## src/rtl/mem_data_bridge_if.sv

```systemverilog
// rtl/mem_data_bridge_if.sv - data-side SRAM-like bus between the MEM stage and memory
//
// Signals:
//   data_req     request, driven by the bridge (address phase)
//   data_wr      1 = write
//   data_size    00 byte, 01 half, 10 word
//   data_addr    physical byte address
//   data_wdata   lane-replicated store data
//   data_addr_ok address phase accepted, driven by memory
//   data_data_ok data phase complete, driven by memory
//   data_rdata   read data in word-aligned lanes
interface mem_data_bridge_if;
    logic        data_req;
    logic        data_wr;
    logic [1:0]  data_size;
    logic [31:0] data_addr;
    logic [31:0] data_wdata;
    logic        data_addr_ok;
    logic        data_data_ok;
    logic [31:0] data_rdata;

    modport master (
        output data_req, data_wr, data_size, data_addr, data_wdata,
        input  data_addr_ok, data_data_ok, data_rdata
    );

    modport slave (
        input  data_req, data_wr, data_size, data_addr, data_wdata,
        output data_addr_ok, data_data_ok, data_rdata
    );
endinterface

```

## src/rtl/mem_data_bridge.sv

```systemverilog
// rtl/mem_data_bridge.sv - MEM-stage data access unit driving the SRAM-like data bus
//
// Ports:
//   clk, rst                 clock, asynchronous active-high reset
//   exception                pipeline flush request
//   mem_ram_read_enable      load present in MEM
//   mem_ram_write_enable     store present in MEM (wins over read)
//   mem_access_size          00 byte, 01 half, 10/11 word
//   mem_load_signed          sign-extend load result
//   mem_ram_addr             virtual byte address
//   mem_ram_write_data       right-aligned store data
//   data_stall               freeze EX/MEM and earlier stages
//   mem_load_data            extended load result, held until the next completed load
//   addr_error_load/_store   misaligned access flags
//   bus                      data bus, master side
module mem_data_bridge #(
    parameter int unsigned KSEG_STRIP = 1
) (
    input  logic        clk,
    input  logic        rst,
    input  logic        exception,
    input  logic        mem_ram_read_enable,
    input  logic        mem_ram_write_enable,
    input  logic [1:0]  mem_access_size,
    input  logic        mem_load_signed,
    input  logic [31:0] mem_ram_addr,
    input  logic [31:0] mem_ram_write_data,
    output logic        data_stall,
    output logic [31:0] mem_load_data,
    output logic        addr_error_load,
    output logic        addr_error_store,
    mem_data_bridge_if.master bus
);

    typedef enum logic [2:0] {
        S_IDLE,
        S_REQ,
        S_WAIT,
        S_DONE,
        S_DRAIN
    } state_t;

    state_t      state_q, state_d;
    logic [31:0] load_q, load_d;

    logic        access;
    logic        is_load;
    logic        misaligned;
    logic        valid;
    logic        req_raw;
    logic        stall_raw;
    logic [7:0]  byte_lane;
    logic [15:0] half_lane;
    logic [31:0] load_ext;

    assign access  = mem_ram_read_enable | mem_ram_write_enable;
    assign is_load = mem_ram_read_enable & ~mem_ram_write_enable;

    always_comb begin
        misaligned = 1'b0;
        case (mem_access_size)
            2'b00:   misaligned = 1'b0;
            2'b01:   misaligned = mem_ram_addr[0];
            default: misaligned = (mem_ram_addr[1:0] != 2'b00);
        endcase
    end

    assign valid            = access & ~misaligned & ~exception;
    assign addr_error_load  = is_load & misaligned;
    assign addr_error_store = mem_ram_write_enable & misaligned;

    // Bus side: address/size/data always follow the current MEM inputs,
    // which the stall keeps stable for the whole transaction.
    assign bus.data_size = (mem_access_size == 2'b11) ? 2'b10 : mem_access_size;
    assign bus.data_addr = ((KSEG_STRIP != 0) && (mem_ram_addr[31:30] == 2'b10))
                         ? {3'b000, mem_ram_addr[28:0]} : mem_ram_addr;

    always_comb begin
        bus.data_wdata = mem_ram_write_data;
        case (mem_access_size)
            2'b00:   bus.data_wdata = {4{mem_ram_write_data[7:0]}};
            2'b01:   bus.data_wdata = {2{mem_ram_write_data[15:0]}};
            default: bus.data_wdata = mem_ram_write_data;
        endcase
    end

    // Load extraction from word-aligned read lanes
    always_comb begin
        byte_lane = bus.data_rdata[7:0];
        case (mem_ram_addr[1:0])
            2'b00: byte_lane = bus.data_rdata[7:0];
            2'b01: byte_lane = bus.data_rdata[15:8];
            2'b10: byte_lane = bus.data_rdata[23:16];
            2'b11: byte_lane = bus.data_rdata[31:24];
        endcase
        half_lane = mem_ram_addr[1] ? bus.data_rdata[31:16] : bus.data_rdata[15:0];
        load_ext  = bus.data_rdata;
        case (mem_access_size)
            2'b00:   load_ext = {{24{mem_load_signed & byte_lane[7]}}, byte_lane};
            2'b01:   load_ext = {{16{mem_load_signed & half_lane[15]}}, half_lane};
            default: load_ext = bus.data_rdata;
        endcase
    end

    always_ff @(posedge clk or posedge rst) begin
        if (rst) begin
            state_q <= S_IDLE;
            load_q  <= 32'h0;
        end else begin
            state_q <= state_d;
            load_q  <= load_d;
        end
    end

    always_comb begin
        state_d   = state_q;
        load_d    = load_q;
        req_raw   = 1'b0;
        stall_raw = 1'b0;
        case (state_q)
            S_IDLE: begin
                req_raw   = valid;
                stall_raw = valid;
                if (valid)
                    state_d = bus.data_addr_ok ? S_WAIT : S_REQ;
            end
            S_REQ: begin
                req_raw   = 1'b1;
                stall_raw = 1'b1;
                // An accepted address commits us to a data phase, flush or not.
                if (bus.data_addr_ok)
                    state_d = exception ? S_DRAIN : S_WAIT;
                else if (exception)
                    state_d = S_IDLE;
            end
            S_WAIT: begin
                stall_raw = 1'b1;
                if (bus.data_data_ok) begin
                    if (exception) begin
                        state_d = S_IDLE;
                    end else begin
                        state_d = S_DONE;
                        if (is_load)
                            load_d = load_ext;
                    end
                end else if (exception) begin
                    state_d = S_DRAIN;
                end
            end
            S_DONE: begin
                state_d = S_IDLE;
            end
            S_DRAIN: begin
                // Flushed transaction still in flight; hold any new access off.
                stall_raw = access;
                if (bus.data_data_ok)
                    state_d = S_IDLE;
            end
            default: state_d = S_IDLE;
        endcase
    end

    assign bus.data_req  = req_raw & ~rst;
    assign bus.data_wr   = mem_ram_write_enable & ~rst;
    assign data_stall    = stall_raw & ~rst;
    assign mem_load_data = load_q;

endmodule

```

## src/flat_wrapper.sv

```systemverilog
// flat-port wrapper written by rule: the top's interface ports become plain ports
module mem_data_bridge_flat 
#(
    parameter int unsigned KSEG_STRIP = 1
)
  (clk, rst, exception, mem_ram_read_enable, mem_ram_write_enable, mem_access_size, mem_load_signed, mem_ram_addr, mem_ram_write_data, data_stall, mem_load_data, addr_error_load, addr_error_store, bus_data_req, bus_data_wr, bus_data_size, bus_data_addr, bus_data_wdata, bus_data_addr_ok, bus_data_data_ok, bus_data_rdata);
  mem_data_bridge_if bus_i ();
  input  logic clk;
  input  logic rst;
  input  logic exception;
  input  logic mem_ram_read_enable;
  input  logic mem_ram_write_enable;
  input  logic [1:0] mem_access_size;
  input  logic mem_load_signed;
  input  logic [31:0] mem_ram_addr;
  input  logic [31:0] mem_ram_write_data;
  output logic data_stall;
  output logic [31:0] mem_load_data;
  output logic addr_error_load;
  output logic addr_error_store;
  output wire logic [$bits(bus_i.data_req)-1:0] bus_data_req;
  output wire logic [$bits(bus_i.data_wr)-1:0] bus_data_wr;
  output wire logic [$bits(bus_i.data_size)-1:0] bus_data_size;
  output wire logic [$bits(bus_i.data_addr)-1:0] bus_data_addr;
  output wire logic [$bits(bus_i.data_wdata)-1:0] bus_data_wdata;
  input wire logic [$bits(bus_i.data_addr_ok)-1:0] bus_data_addr_ok;
  input wire logic [$bits(bus_i.data_data_ok)-1:0] bus_data_data_ok;
  input wire logic [$bits(bus_i.data_rdata)-1:0] bus_data_rdata;
  assign bus_data_req = bus_i.data_req;
  assign bus_data_wr = bus_i.data_wr;
  assign bus_data_size = bus_i.data_size;
  assign bus_data_addr = bus_i.data_addr;
  assign bus_data_wdata = bus_i.data_wdata;
  assign bus_i.data_addr_ok = bus_data_addr_ok;
  assign bus_i.data_data_ok = bus_data_data_ok;
  assign bus_i.data_rdata = bus_data_rdata;
  mem_data_bridge #(.KSEG_STRIP(KSEG_STRIP)) u_core (.clk(clk), .rst(rst), .exception(exception), .mem_ram_read_enable(mem_ram_read_enable), .mem_ram_write_enable(mem_ram_write_enable), .mem_access_size(mem_access_size), .mem_load_signed(mem_load_signed), .mem_ram_addr(mem_ram_addr), .mem_ram_write_data(mem_ram_write_data), .data_stall(data_stall), .mem_load_data(mem_load_data), .addr_error_load(addr_error_load), .addr_error_store(addr_error_store), .bus(bus_i));
endmodule
```

## config.mk

```make
export PLATFORM = sky130hd
export DESIGN_NAME = mem_data_bridge_flat
export DESIGN_NICKNAME = d
export VERILOG_FILES = /design/src/rtl/mem_data_bridge_if.sv /design/src/rtl/mem_data_bridge.sv /design/src/flat_wrapper.sv
export SDC_FILE = /design/constraint.sdc
export NUM_CORES = 1
export LEC_CHECK = 0
export ABC_AREA = 1
export ABC_CLOCK_PERIOD_IN_PS = 1400
export CAP_MARGIN = 20
export CORE_MARGIN = 10
export CORE_UTILIZATION = 33
export CTS_CLUSTER_DIAMETER = 80
export DETAILED_ROUTE_END_ITERATION = 16
export GPL_ROUTABILITY_DRIVEN = 0
export PLACE_DENSITY = 0.84
export SLEW_MARGIN = 25
export SYNTH_ARGS = -nofsm -noshare
export SYNTH_HDL_FRONTEND = slang
export SYNTH_SLANG_ARGS = --single-unit
export TNS_END_PERCENT = 50
```

## constraint.sdc

```tcl
create_clock -name clk -period 1.4 [get_ports clk]
set_clock_uncertainty 0.1 [all_clocks]
set_input_delay 0.28 -clock clk [delete_from_list [all_inputs] [get_ports clk]]
set_output_delay 0.28 -clock clk [all_outputs]
set_load 0.05 [all_outputs]
```

==> flow_metrics.tcl, run 1 <==
set metrics [dict create \
    rsz0062_at_grt "true" \
    gr-usage-all-layers 0.248 \
    cts-hold-fix-buffers 0 \
    final-hold-violation-count 0 \
    die_x_microns 117 \
    first_iter_violations 558 \
    reg2reg_slack_ns -0.43 \
    finalWirelength_mm 19.0 \
    reg2regPathDepth 10 \
    crit_buf_inv 2 \
    core_area_sq_um 9150 \
    final_common_cell "nand2_1" \
    synth.area.top_cells "dfrtp_1 29%, nand2_1 19%, buf_4 9.8%" \
    fillCellCount 521 \
    cts-root-buf "clkbuf_8" \
    setup_viol 63 \
    cp-end-kind "output pin" \
    grt-ovfl-total 0 \
    numPortBuffers 154 \
    netlist_area_sq_um 3070 \
    syn_area_per_cell_sq_um 6.38 \
    dp_hpwl_mm 11.1 \
    nets 792 \
    worstPathArrival_ns 1.52 \
    reg2reg_to "u_core.mem_load_data[24]" \
    grt_first_pass_wirelength_mm 25.6 \
    maxCapViolCount 0 \
    critPathLaunch "u_core.state_q[1]" \
    start_util 0.336 \
    period_share 1.36 \
    fin_setup_tns_ns -15.02 \
    yosysTopAreaCell "dfrtp_1" \
    grt_max_degree 39 \
    p_int_mw 4.75 \
    synthDistinctLibCells 31 \
    clk_latency_ns 0.30 \
    postRouteAntennaNets 0 \
    grt_pass1_vias 4378 \
    endpoint "data_stall" \
    clkPwrFrac 0.081 \
    slowest_delay_ns 0.43 \
    die_h_microns 117 \
    p_sw_frac 0.476 \
    dieArea_sq_um 13600 \
    yosysTopAreaCellShare 0.285 \
    vdd_drop_max_mv 0.767 \
    combPwrFrac 0.706 \
    worstSetupPathType "reg -> out" \
    relSlewSlack 0.647 \
    netlist_instances 482 \
    synth.net_count 588 \
    wl_per_cell_microns 23.7 \
    hold_class "in -> async" \
    tritoncts "built" \
    path_max_fanout 3 \
    syn_to_final_growth_pct 117 \
    setup_ws_ns -0.502 \
    outcome "finished with violations" \
    clk_path_buf_depth 2 \
    drc 0 \
    r2r-start "u_core.state_q[0]" \
    first_pass_iters 5 \
    critPathTopFamily "flip-flops" \
    cts_max_level 2 \
    violations "setup timing" \
    antenna_found_initial 3 \
    path_clk_slew_ns 0.07 \
    path_depth 6 \
    placed_cell_area_sq_um 5840 \
    period_needed_ns 1.90 \
    slew_violations 0 \
    vias 4523 \
    cp.required_ns 1.02 \
    yosys_warnings 0 \
    ios 209 \
    cts_made_buffers 5 \
    path_cells "inv_1 -> nand3_1 -> nor2_1 -> nor2_2 -> a21oi_4 -> buf_12" \
    drive_gt1_frac 0.419 \
    ys_seq_area_frac 0.285 \
    power.density_nw_per_um2 1360 \
    power.switching_mw 4.31 \
    leakage_nw 3.40 \
    hold_ws_ns 0.328 \
    seq_power_share 0.213 \
    worstSetupStartpointType "register" \
    power_mw 9.06 \
    tightest_slew_ns 0.523 \
    row_count 35 \
    synth.ff_latch_count 35 \
    vias_per_cell 5.65 \
    final_cell_area_sq_um 6680 \
    clock-sinks 35 \
    crit_slowest_cell "dfrtp_1" \
    max_freq_mhz 526 \
    final_cell_mix "135 x nand2_1, 79 x buf_12, 67 x buf_4" \
]
per-layer routing:
| layer | track usage | vias up | share of wire |
|---|---|---|---|
| met3 | 0.0647 | 148 | 0.095 |
| met4 | 0.164 | 0 | 0.084 |
| met2 | 0.439 | 393 | 0.50 |
| met1 | 0.252 | 2104 | 0.32 |
| li1 | - | 1878 | - |
| met5 | 0 | - | 0 |
Yosys cell counts:
master,n
buf_6,3
nor3_1,2
inv_1,63
clkbuf_1,4
dfrtp_1,35
nand2_2,1
nand4_1,2
nand2_8,1
nand2_1,158
a21oi_4,1
inv_4,1
o21ai_0,19
inv_2,3
nand2_4,1
a21oi_1,18
a21boi_1,1
nand3_2,2
o22ai_1,1
a31oi_1,6
or2_1,16
buf_4,40
o211ai_1,9
nand3_4,2
inv_12,1
nand3_1,32
nor2_1,35
buf_2,13
nor2_4,1
nor2_2,4
o21bai_2,1
a21boi_0,6
how the worst min path moves through the flow:
stage	startpoint	endpoint	slack (ns)	cells past startpoint
6_report	rst	u_core.mem_load_data[0]	0.33	4
3_5_place_dp	u_core.mem_load_data[9]	u_core.mem_load_data[9]	0.44	2
4_1_cts	rst	u_core.mem_load_data[13]	0.28	4
3_3_place_gp	u_core.mem_load_data[0]	u_core.mem_load_data[0]	0.43	2
5_1_grt	rst	u_core.mem_load_data[13]	0.35	4
2_1_floorplan	rst	u_core.mem_load_data[0]	0.33	1
power by group through the flow:
stage	sequential, mW	combinational [mW]	clock [mW]
2_1_floorplan	3.05	1.75	0
3_3_place_gp	1.90	5.75	0
3_5_place_dp	1.92	5.85	0
4_1_cts	1.91	6.11	0.703
5_1_grt	1.97	6.63	0.781
6_report	1.93	6.39	0.736
per-stage QoR:
stage	setup slack, ns	std cells	utilization
final	-0.502	801	0.730
after global routing	-0.562	801	0.730
after CTS	-0.430	789	0.707
after detailed placement	-0.697	758	0.638
after global placement	-0.639	758	0.638
after floorplan	-0.319	482	-
cell families (layout without fill, tap and decap cells):
family | after synthesis | count (layout) | synth area share
AO/OA/AOI/OAI | 62 | 62 | 0.123
buffers and inverters | 128 | 333 | 0.223
flip-flops | 35 | 35 | 0.285
other | 0 | 3 | 0
AND/OR/NAND/NOR | 257 | 257 | 0.370
final cells by class:
class / instances / area [sq um] / share of cell area
repair buffers: 256 / 3330 / 0.499
clock inverters: 1 / 5.00 / 0.000749
diodes: 3 / 7.51 / 0.00112
inverters: 68 / 293 / 0.0438
multi-input cells: 319 / 1940 / 0.290
repair inverters: 1 / 16.3 / 0.00243
well taps: 111 / 139 / 0.0208
clock buffers: 7 / 76.3 / 0.0114
flip-flops and latches: 35 / 876 / 0.131
sequential cells by signal, summed over array words and instances (netlist names):
signal	count
u_core.mem_load_data	32
u_core.state_q	3
tightest hold or removal path, cell delays in order:
cell	delay, ns
dlygate4sd2_1	0.28
buf_4	0.19
inv_1	0.11
buf_12	0.22
what timing repair did:
action | CTS | global route
setup buffers | 19 | 7
resized for setup | 154 | 46
cloned | 4 | 2
endpoints found under the setup margin | 79 | 67
pin swaps | 34 | 19
Power figures use the tool's default switching activity.
==> run 2: changes to the inputs <==
Settings changed: PLACE_DENSITY 0.84 to 0.87, SLEW_MARGIN 25 to 20, TNS_END_PERCENT 50 to 100.
==> run 2 against run 1 <==
  * The run still ends with setup timing left
  * First-iteration DRC count fell by 15%
  * Sequential power barely moved
  * Sequential share of layout area fell by 0.21 points
  * Largest power group unchanged
  * Setup slack got worse by 0.065 ns
  * Clock power rose by 3.8%
  * Clock-buffer cell count fell by 1
  * Wire length fell by 3.7%
  * Die area did not move
  * Final area rose by 1.6%
==> flow_metrics.tcl, run 2 (synthesis gave the netlist of run 1 again) <==
set metrics [dict create \
    outcome "finished with violations" \
    violations "setup timing" \
    first_pass_iters 9 \
    nets 787 \
    antenna_found_initial 1 \
    drc 0 \
    largest_register_ffs 32 \
    critPathLaunch "exception" \
    pre_cts_slack_ns -0.697 \
    maxCapViolCount 0 \
    row_count 35 \
    grt-ovfl-total 0 \
    setup_viol 63 \
    cp-end-kind "output pin" \
    hold_ws_ns 0.208 \
    final_cell_mix "127 x nand2_1, 78 x buf_12, 61 x buf_4" \
    power_mw 9.19 \
    r2r-start "u_core.state_q[2]" \
    grt_max_degree 36 \
    fin_setup_tns_ns -16.32 \
    final-hold-violation-count 0 \
    path_clk_slew_ns 0.07 \
    max_freq_mhz 508 \
    dp.cells 751 \
    first_iter_violations 472 \
    relSlewSlack 0.647 \
    vias 4488 \
    wl_per_cell_microns 23.1 \
    start_util 0.336 \
    numPortBuffers 154 \
    drive_gt1_frac 0.417 \
    ios 209 \
    reg2reg_to "u_core.mem_load_data[2]" \
    vias_per_cell 5.66 \
    rsz0062_at_grt "true" \
    tritoncts "built" \
    slew_violations 0 \
    tightest_slew_ns 0.524 \
    gr-usage-all-layers 0.228 \
    reg2reg_slack_ns -0.39 \
    leakage_nw 3.47 \
    power.density_nw_per_um2 1350 \
    clock-sinks 35 \
    final_common_cell "nand2_1" \
    worstSetupPathType "in -> out" \
    postRouteAntennaNets 0 \
    path_max_fanout 3 \
    worstPathArrival_ns 1.59 \
    die_h_microns 117 \
    syn_to_final_growth_pct 121 \
    fin_cells 793 \
    vdd_drop_max_mv 1.08 \
    cts_made_buffers 5 \
    worstSetupStartpointType "primary input" \
    core_area_sq_um 9150 \
    finalWirelength_mm 18.3 \
    cts-root-buf "clkbuf_8" \
    endpoint "data_stall" \
    hold_class "in -> async" \
    fillCellCount 517 \
    cts_max_level 2 \
    cp.required_ns 1.02 \
    period_share 1.40 \
    dieArea_sq_um 13600 \
    clk_path_buf_depth 2 \
    grt_pass1_vias 4453 \
    period_needed_ns 1.97 \
    die_x_microns 117 \
    reg2regPathDepth 8 \
    clk_latency_ns 0.29 \
    setup_ws_ns -0.567 \
    dp_hpwl_mm 10.8 \
    grt_first_pass_wirelength_mm 24.0 \
]
## run 2: changes by cell type in the layout (fill, tap and decap cells not counted), moves of 5 or more
cell             before  now
nand2_1             135  127
buf_6                22   17
buf_4                67   61
nand2_4               7   21
dlygate4sd2_1        27   32
clkdlybuf4s50_1      43   37
nand2_2              16    7
## run 2: metrics by stage
step                      utilization  cell area, sq um
final                           0.742              6790
after global routing            0.742              6790
after CTS                       0.710              6500
after detailed placement        0.639              5850
after global placement          0.639              5850
after floorplan                     -              3320
## run 2: routing by layer
| layer | vias up | part of all wire | track usage |
|---|---|---|---|
| met1 | 2064 | 0.31 | 0.217 |
| met5 | - | 0 | 0 |
| met4 | 0 | 0.095 | 0.158 |
| met3 | 161 | 0.10 | 0.0796 |
| met2 | 398 | 0.49 | 0.403 |
| li1 | 1865 | - | - |
## run 2: area by class of cell
type / instances / area [sq um] / share of cell area
Antenna cell: 1 / 2.50 / 0.000369
Clock buffer: 6 / 82.6 / 0.0122
Clock inverter: 1 / 5.00 / 0.000737
Inverter: 68 / 308 / 0.0453
Multi-Input combinational cell: 319 / 2010 / 0.297
Sequential cell: 35 / 876 / 0.129
Tap cell: 111 / 139 / 0.0205
Timing Repair Buffer: 251 / 3350 / 0.493
Timing Repair inverter: 1 / 16.3 / 0.00240
## run 2: worst min-delay path by stage
stage                             start                  endpoint  slack, ns  depth (start not counted)
3_3_place_gp   u_core.mem_load_data[13]  u_core.mem_load_data[13]       0.43                          2
6_report                            rst  u_core.mem_load_data[17]       0.21                          4
4_1_cts              mem_access_size[0]  u_core.mem_load_data[11]       0.38                          6
5_1_grt                             rst  u_core.mem_load_data[17]       0.21                          4
2_1_floorplan                       rst   u_core.mem_load_data[0]       0.33                          1
3_5_place_dp    u_core.mem_load_data[0]   u_core.mem_load_data[0]       0.43                          2
## run 2: power breakdown
group | total [mW] | leakage (nW) | internal, mW | switching, mW
Clock | 0.764 | 0.0471 | 0.386 | 0.378
Combinational | 6.48 | 2.98 | 3.03 | 3.45
Sequential | 1.95 | 0.449 | 1.44 | 0.509
## run 2: what timing repair did
| action | CTS | global route |
|---|---|---|
| cloned | 4 | 3 |
| setup endpoints to repair | 78 | 66 |
| buffers inserted | 18 | 10 |
| gates resized for setup | 148 | 62 |
| endpoints found under the hold margin | 0 | 0 |
| hold buffers | 0 | 0 |
| pin swaps | 45 | 24 |
## run 2: worst max-delay path, stage by stage
cell and delay (ns):
clkdlybuf4s50_1 0.57, nor2_4 0.25, nand3_4 0.13, a21oi_4 0.20, buf_12 0.15
==> run 3: changes to the inputs <==
Settings changed: CAP_MARGIN 20 to not set.
==> results of run 3 <==
Final layout, timing and power as in run 2 (identical DEF).
